$ cat config.mk
export PLATFORM = sky130hd
export DESIGN_NAME = gc_unit_flat
export DESIGN_NICKNAME = d
export VERILOG_FILES = /design/src/rtl/gc_unit_if.sv /design/src/rtl/gc_unit.sv /design/src/flat_wrapper.sv
export SDC_FILE = /design/constraint.sdc
export NUM_CORES = 1
export LEC_CHECK = 0
export BUFFER_PORTS_ARGS = -buffer_cell sky130_fd_sc_hd__buf_2
export CAP_MARGIN = 30
export CORE_AREA = 2 2 68 70
export DETAILED_ROUTE_END_ITERATION = 6
export DIE_AREA = 0 0 70 72
export PLACE_DENSITY = 0.77
export SYNTH_ARGS = -nofsm -noshare
export SYNTH_HDL_FRONTEND = slang
export SYNTH_SLANG_ARGS = --single-unit
$ cat constraint.sdc
create_clock -name clk -period 4.3 [get_ports clk]
set_input_delay 0.645 -clock clk [delete_from_list [all_inputs] [get_ports clk]]
set_output_delay 0.645 -clock clk [all_outputs]
set_load 0.02 [all_outputs]
$ cat src/rtl/gc_unit_if.sv
// Bus between gc_unit and the cores' next-units: request handshake,
// counter broadcast and master load/clear controls.
interface gc_unit_if #(
    parameter int unsigned N_CORE   = 4,
    parameter int unsigned GC_WIDTH = 16
);
    logic [N_CORE-1:0]   req_valid;
    logic [N_CORE-1:0]   req_ready;
    logic [GC_WIDTH-1:0] gc;
    logic                set_valid;
    logic [GC_WIDTH-1:0] set_value;
    logic                clear;
    logic                active;
    logic [GC_WIDTH-1:0] grant_count;

    modport master (
        output req_valid, set_valid, set_value, clear,
        input  req_ready, gc, active, grant_count
    );

    modport slave (
        input  req_valid, set_valid, set_value, clear,
        output req_ready, gc, active, grant_count
    );
endinterface

$ cat src/rtl/gc_unit.sv
// Global work counter: round-robin grants one core per cycle, which reads gc
// in the grant cycle; the counter advances on the following edge.
module gc_unit #(
    parameter int unsigned N_CORE   = 4,
    parameter int unsigned GC_WIDTH = 16
) (
    input logic      clk,
    input logic      reset,
    gc_unit_if.slave bus
);
    localparam int unsigned PTR_W = (N_CORE > 1) ? $clog2(N_CORE) : 1;

    typedef enum logic {
        IDLE,
        ACTIVE
    } state_e;

    state_e              state_q, state_d;
    logic [GC_WIDTH-1:0] counter_q, counter_d;
    logic [GC_WIDTH-1:0] gcnt_q, gcnt_d;
    logic [PTR_W-1:0]    rr_ptr_q, rr_ptr_d;
    logic                serve;
    logic                grant;
    logic [PTR_W-1:0]    grant_idx;

    always_ff @(posedge clk) begin
        if (reset) begin
            state_q   <= IDLE;
            counter_q <= '0;
            gcnt_q    <= '0;
            rr_ptr_q  <= '0;
        end else begin
            state_q   <= state_d;
            counter_q <= counter_d;
            gcnt_q    <= gcnt_d;
            rr_ptr_q  <= rr_ptr_d;
        end
    end

    always_comb begin
        state_d = state_q;
        case (state_q)
            IDLE:    if (bus.set_valid) state_d = ACTIVE;
            ACTIVE:  if (!bus.set_valid && bus.clear) state_d = IDLE;
            default: state_d = IDLE;
        endcase
    end

    // A load or clear in the same cycle suppresses granting so the
    // requester retries against the new counter value.
    assign serve = (state_q == ACTIVE) && !bus.set_valid && !bus.clear;

    always_comb begin
        int unsigned idx;
        grant     = 1'b0;
        grant_idx = '0;
        idx       = 0;
        for (int unsigned k = 0; k < N_CORE; k++) begin
            idx = (32'(rr_ptr_q) + k) % N_CORE;
            if (serve && !grant && bus.req_valid[idx[PTR_W-1:0]]) begin
                grant     = 1'b1;
                grant_idx = idx[PTR_W-1:0];
            end
        end
    end

    always_comb begin
        counter_d = counter_q;
        gcnt_d    = gcnt_q;
        rr_ptr_d  = rr_ptr_q;
        if (bus.set_valid) begin
            counter_d = bus.set_value;
            gcnt_d    = '0;
        end else if (grant) begin
            counter_d = counter_q + 1'b1;
            gcnt_d    = gcnt_q + 1'b1;
            rr_ptr_d  = (grant_idx == PTR_W'(N_CORE - 1)) ? '0 : grant_idx + 1'b1;
        end
    end

    always_comb begin
        bus.req_ready = '0;
        if (grant) bus.req_ready[grant_idx] = 1'b1;
        bus.active = (state_q == ACTIVE);
    end

    assign bus.gc          = counter_q;
    assign bus.grant_count = gcnt_q;
endmodule

$ cat src/flat_wrapper.sv
// flat-port wrapper written by rule: the top's interface ports become plain ports
module gc_unit_flat 
#(
    parameter int unsigned N_CORE   = 4,
    parameter int unsigned GC_WIDTH = 16
)
  (clk, reset, bus_req_valid, bus_set_valid, bus_set_value, bus_clear, bus_req_ready, bus_gc, bus_active, bus_grant_count);
  gc_unit_if #(.N_CORE(N_CORE), .GC_WIDTH(GC_WIDTH)) bus_i ();
  input logic clk;
  input logic reset;
  input wire logic [$bits(bus_i.req_valid)-1:0] bus_req_valid;
  input wire logic [$bits(bus_i.set_valid)-1:0] bus_set_valid;
  input wire logic [$bits(bus_i.set_value)-1:0] bus_set_value;
  input wire logic [$bits(bus_i.clear)-1:0] bus_clear;
  output wire logic [$bits(bus_i.req_ready)-1:0] bus_req_ready;
  output wire logic [$bits(bus_i.gc)-1:0] bus_gc;
  output wire logic [$bits(bus_i.active)-1:0] bus_active;
  output wire logic [$bits(bus_i.grant_count)-1:0] bus_grant_count;
  assign bus_i.req_valid = bus_req_valid;
  assign bus_i.set_valid = bus_set_valid;
  assign bus_i.set_value = bus_set_value;
  assign bus_i.clear = bus_clear;
  assign bus_req_ready = bus_i.req_ready;
  assign bus_gc = bus_i.gc;
  assign bus_active = bus_i.active;
  assign bus_grant_count = bus_i.grant_count;
  gc_unit #(.N_CORE(N_CORE), .GC_WIDTH(GC_WIDTH)) u_core (.clk(clk), .reset(reset), .bus(bus_i));
endmodule
==> results.cfg <==
[outcome]
status = complete, no violations

[power]
ir_worst_vdd_uv = 216
power_frac_seq = 0.525
powerDensity_mw_per_mm2 = 271
p_total_uw = 667
power_frac_comb = 0.135
clockPowerShare = 0.340
leakage_nw = 1.00
p_sw_uw = 181
power.internal_uw = 485
swShare = 0.272

[clocking]
cts.htree.levels = 2
cts_root_buf = clkbuf_8
holdBufCountCts = 0
numCtsBuffers = 5
cts_resized = 0
cts_setup_buffers = 0
cts_tree = done
clk_latency_ns = 0.28
cts.sinks = 35
clockBufferDepth = 2
clkTransAtPathRegs_ns = 0.07

[global_route]
grt_pass1_vias = 1779
grt_antenna_before_repair = 0
grt_first_pass_wirelength_microns = 8140
grt_max_degree = 30
grt.total_usage = 0.197
overflow = 0

[critical_path]
crit_path_end = bus_req_ready[3]
crit_buf_inv = 2
worstRegToRegCells = 4
cp_cell_sequence = buf_2, or3b_1, a221oi_1, ha_1, and3_1, buf_2
cp.arrival_ns = 2.17
r2r_slack_ns = 1.94
cpMaxStageDelayCell = or3b_1
cp.required_ns = 3.65
timing.critical_path.mode_cell = buf_2
critPathTopFamily = simple AND/OR/NAND/NOR gates
regToRegStartpoint = u_core.bus.active
cpPeakStageDelay_ns = 0.52
criticalPathCategory = in -> out
cp_num_cells = 6
critPathCaptureType = primary output
r2r-end = u_core.bus.gc[15]
critPathMaxFanout = 11
crit_start = bus_set_valid
start_kind = primary input

[routing]
via_per_inst = 5.75
wl_microns = 4870
avgRoutedWirePerCell_microns = 13.5
drc = 0
drt_iter0_markers = 157
dr.pass1.iters = 5
ant_nets = 0
vias = 2083

[layout]
synthToLayoutAreaGrowth_pct = 18.1
nNetsFinal = 339
layout_commonest_cell = buf_2
drive_gt1_frac = 0.232
layout_common_cells = 60 x buf_2, 35 x dfxtp_1, 25 x nor2_1, 24 x nand2_1, 12 x or4_1
antennaDiodeCount = 0
fin_util = 0.577

[synthesis]
synthesis.nets = 289
ys_seq_elements = 35
syn_inst = 259
synthFlopType = dfxtp_1
synthTopCellsByArea = dfxtp_1 34%, nor2_1 4.5%, nand2_1 4.3%, or4_1 4.3%, ha_1 3.6%
synth_area_sq_mm = 0.00208
yosysTopAreaCellShare = 0.337
seq_area_frac_synth = 0.337
synth-edff-count = 0
yosys_warnings = 0
synth_cell_types = 45
avgSynthCellArea_sq_um = 8.04
yosys.area.top_type = dfxtp_1
async_flop_share = 0

[sta]
final_max_slew_viol_count = 0
max_freq_mhz = 355
maxSlewHeadroom = 0.428
hold-worst-slack_ns = 0.482
min_period_ns = 2.82
hold_violations = 0
setup_viol = 0
finClkSkew_ns = 0.00549
tightestPinTransition_ns = 0.850
fin_ws_ns = 1.48
layout_worst_path_cycle_share = 0.655
tns_ns = 0
grt_setup_unrepaired = false

[floorplanning]
ios = 61
initial_core_util = 0.488
chipHeight_microns = 72
die_x_microns = 70
rows = 24
die-area_sq_mm = 0.00504
coreArea_sq_mm = 0.00426

[worst_hold_path]
hp-class = reg -> reg

[placed_design]
dp_hpwl_microns = 3510
place_ws_ns = 1.48
portBuffers = 60
gp_congestion = 0.861

[flow_run]
cap_violations = 0
==> state kept, by name, indices dropped and copies added (netlist names) <==
signal / count
u_core.bus.gc: 16
u_core.bus.grant_count: 16
u_core.rr_ptr_q: 2
u_core.bus.active: 1
==> worst reg2reg max path, cell delays in order (launching register included) <==
cell and delay (ns):
dfxtp_1 0.40, or3b_1 0.50, or3_1 0.56, or4_1 0.55, a311oi_1 0.25
==> layout make-up <==
cell class | instances | area [sq um]
multi-input cells | 199 | 1280
flip-flops and latches | 35 | 701
fillers | 401 | 1800
well taps | 52 | 65.1
clock inverters | 1 | 5.00
inverters | 7 | 26.3
repair buffers | 61 | 308
clock buffers | 7 | 76.3
==> synthesized netlist by cell type (3+ instances only) <==
library cell	n
nand3_1	9
nor4_1	6
clkbuf_1	15
or4_1	12
nand2_1	24
nor3_1	4
a21oi_1	11
ha_1	6
nor2_1	25
nor2b_1	7
and2_1	3
o21ai_0	7
o31ai_1	10
or2_2	3
or3_1	5
o31a_1	3
and3_1	5
xor2_1	6
nand4_1	8
and4_1	4
xnor2_1	6
a211oi_1	6
a31oi_1	3
inv_1	7
a311oi_1	8
dfxtp_1	35
==> stage by stage <==
step / cells / instance area (sq um)
after floorplan: 259 / 2080
after global placement: 354 / 2380
after detailed placement: 354 / 2380
after CTS: 362 / 2460
after global routing: 362 / 2460
final: 362 / 2460
==> cell families after synthesis <==
logic type               Yosys count  share of synthesized area
AO/OA/AOI/OAI                     58                      0.198
adder cells (fa/ha/maj)            6                     0.0361
AND/OR/NAND/NOR                  121                      0.314
buffers and inverters             25                     0.0493
flip-flops                        35                      0.337
XOR/XNOR                          12                     0.0505
multiplexers                       2                     0.0156
==> worst min-delay path by stage <==
stage / startpoint / end / slack, ns / cells past startpoint
after floorplan: u_core.bus.grant_count[15] / u_core.bus.grant_count[15] / 0.55 / 2
after global placement: u_core.bus.grant_count[15] / u_core.bus.grant_count[15] / 0.47 / 2
after detailed placement: u_core.bus.grant_count[15] / u_core.bus.grant_count[15] / 0.47 / 2
after CTS: u_core.bus.grant_count[15] / u_core.bus.grant_count[15] / 0.48 / 2
after global routing: u_core.bus.grant_count[15] / u_core.bus.grant_count[15] / 0.51 / 2
final: u_core.bus.grant_count[15] / u_core.bus.grant_count[15] / 0.48 / 2
==> power by group through the flow <==
stage	combinational, mW	clock [mW]	sequential (mW)
2_1_floorplan	0.0471	0	0.368
3_3_place_gp	0.0888	0	0.357
3_5_place_dp	0.0898	0	0.357
4_1_cts	0.0903	0.230	0.350
5_1_grt	0.100	0.241	0.352
6_report	0.0901	0.227	0.350
==> metal layers <==
metal	routed length [microns]	vias to the layer above	track usage
li1	-	1067	-
met1	2330	944	0.264
met2	2150	70	0.321
met3	376	2	0.0611
met4	17	0	0.0321
met5	0	-	0
(Power assumes the default switching activity.)
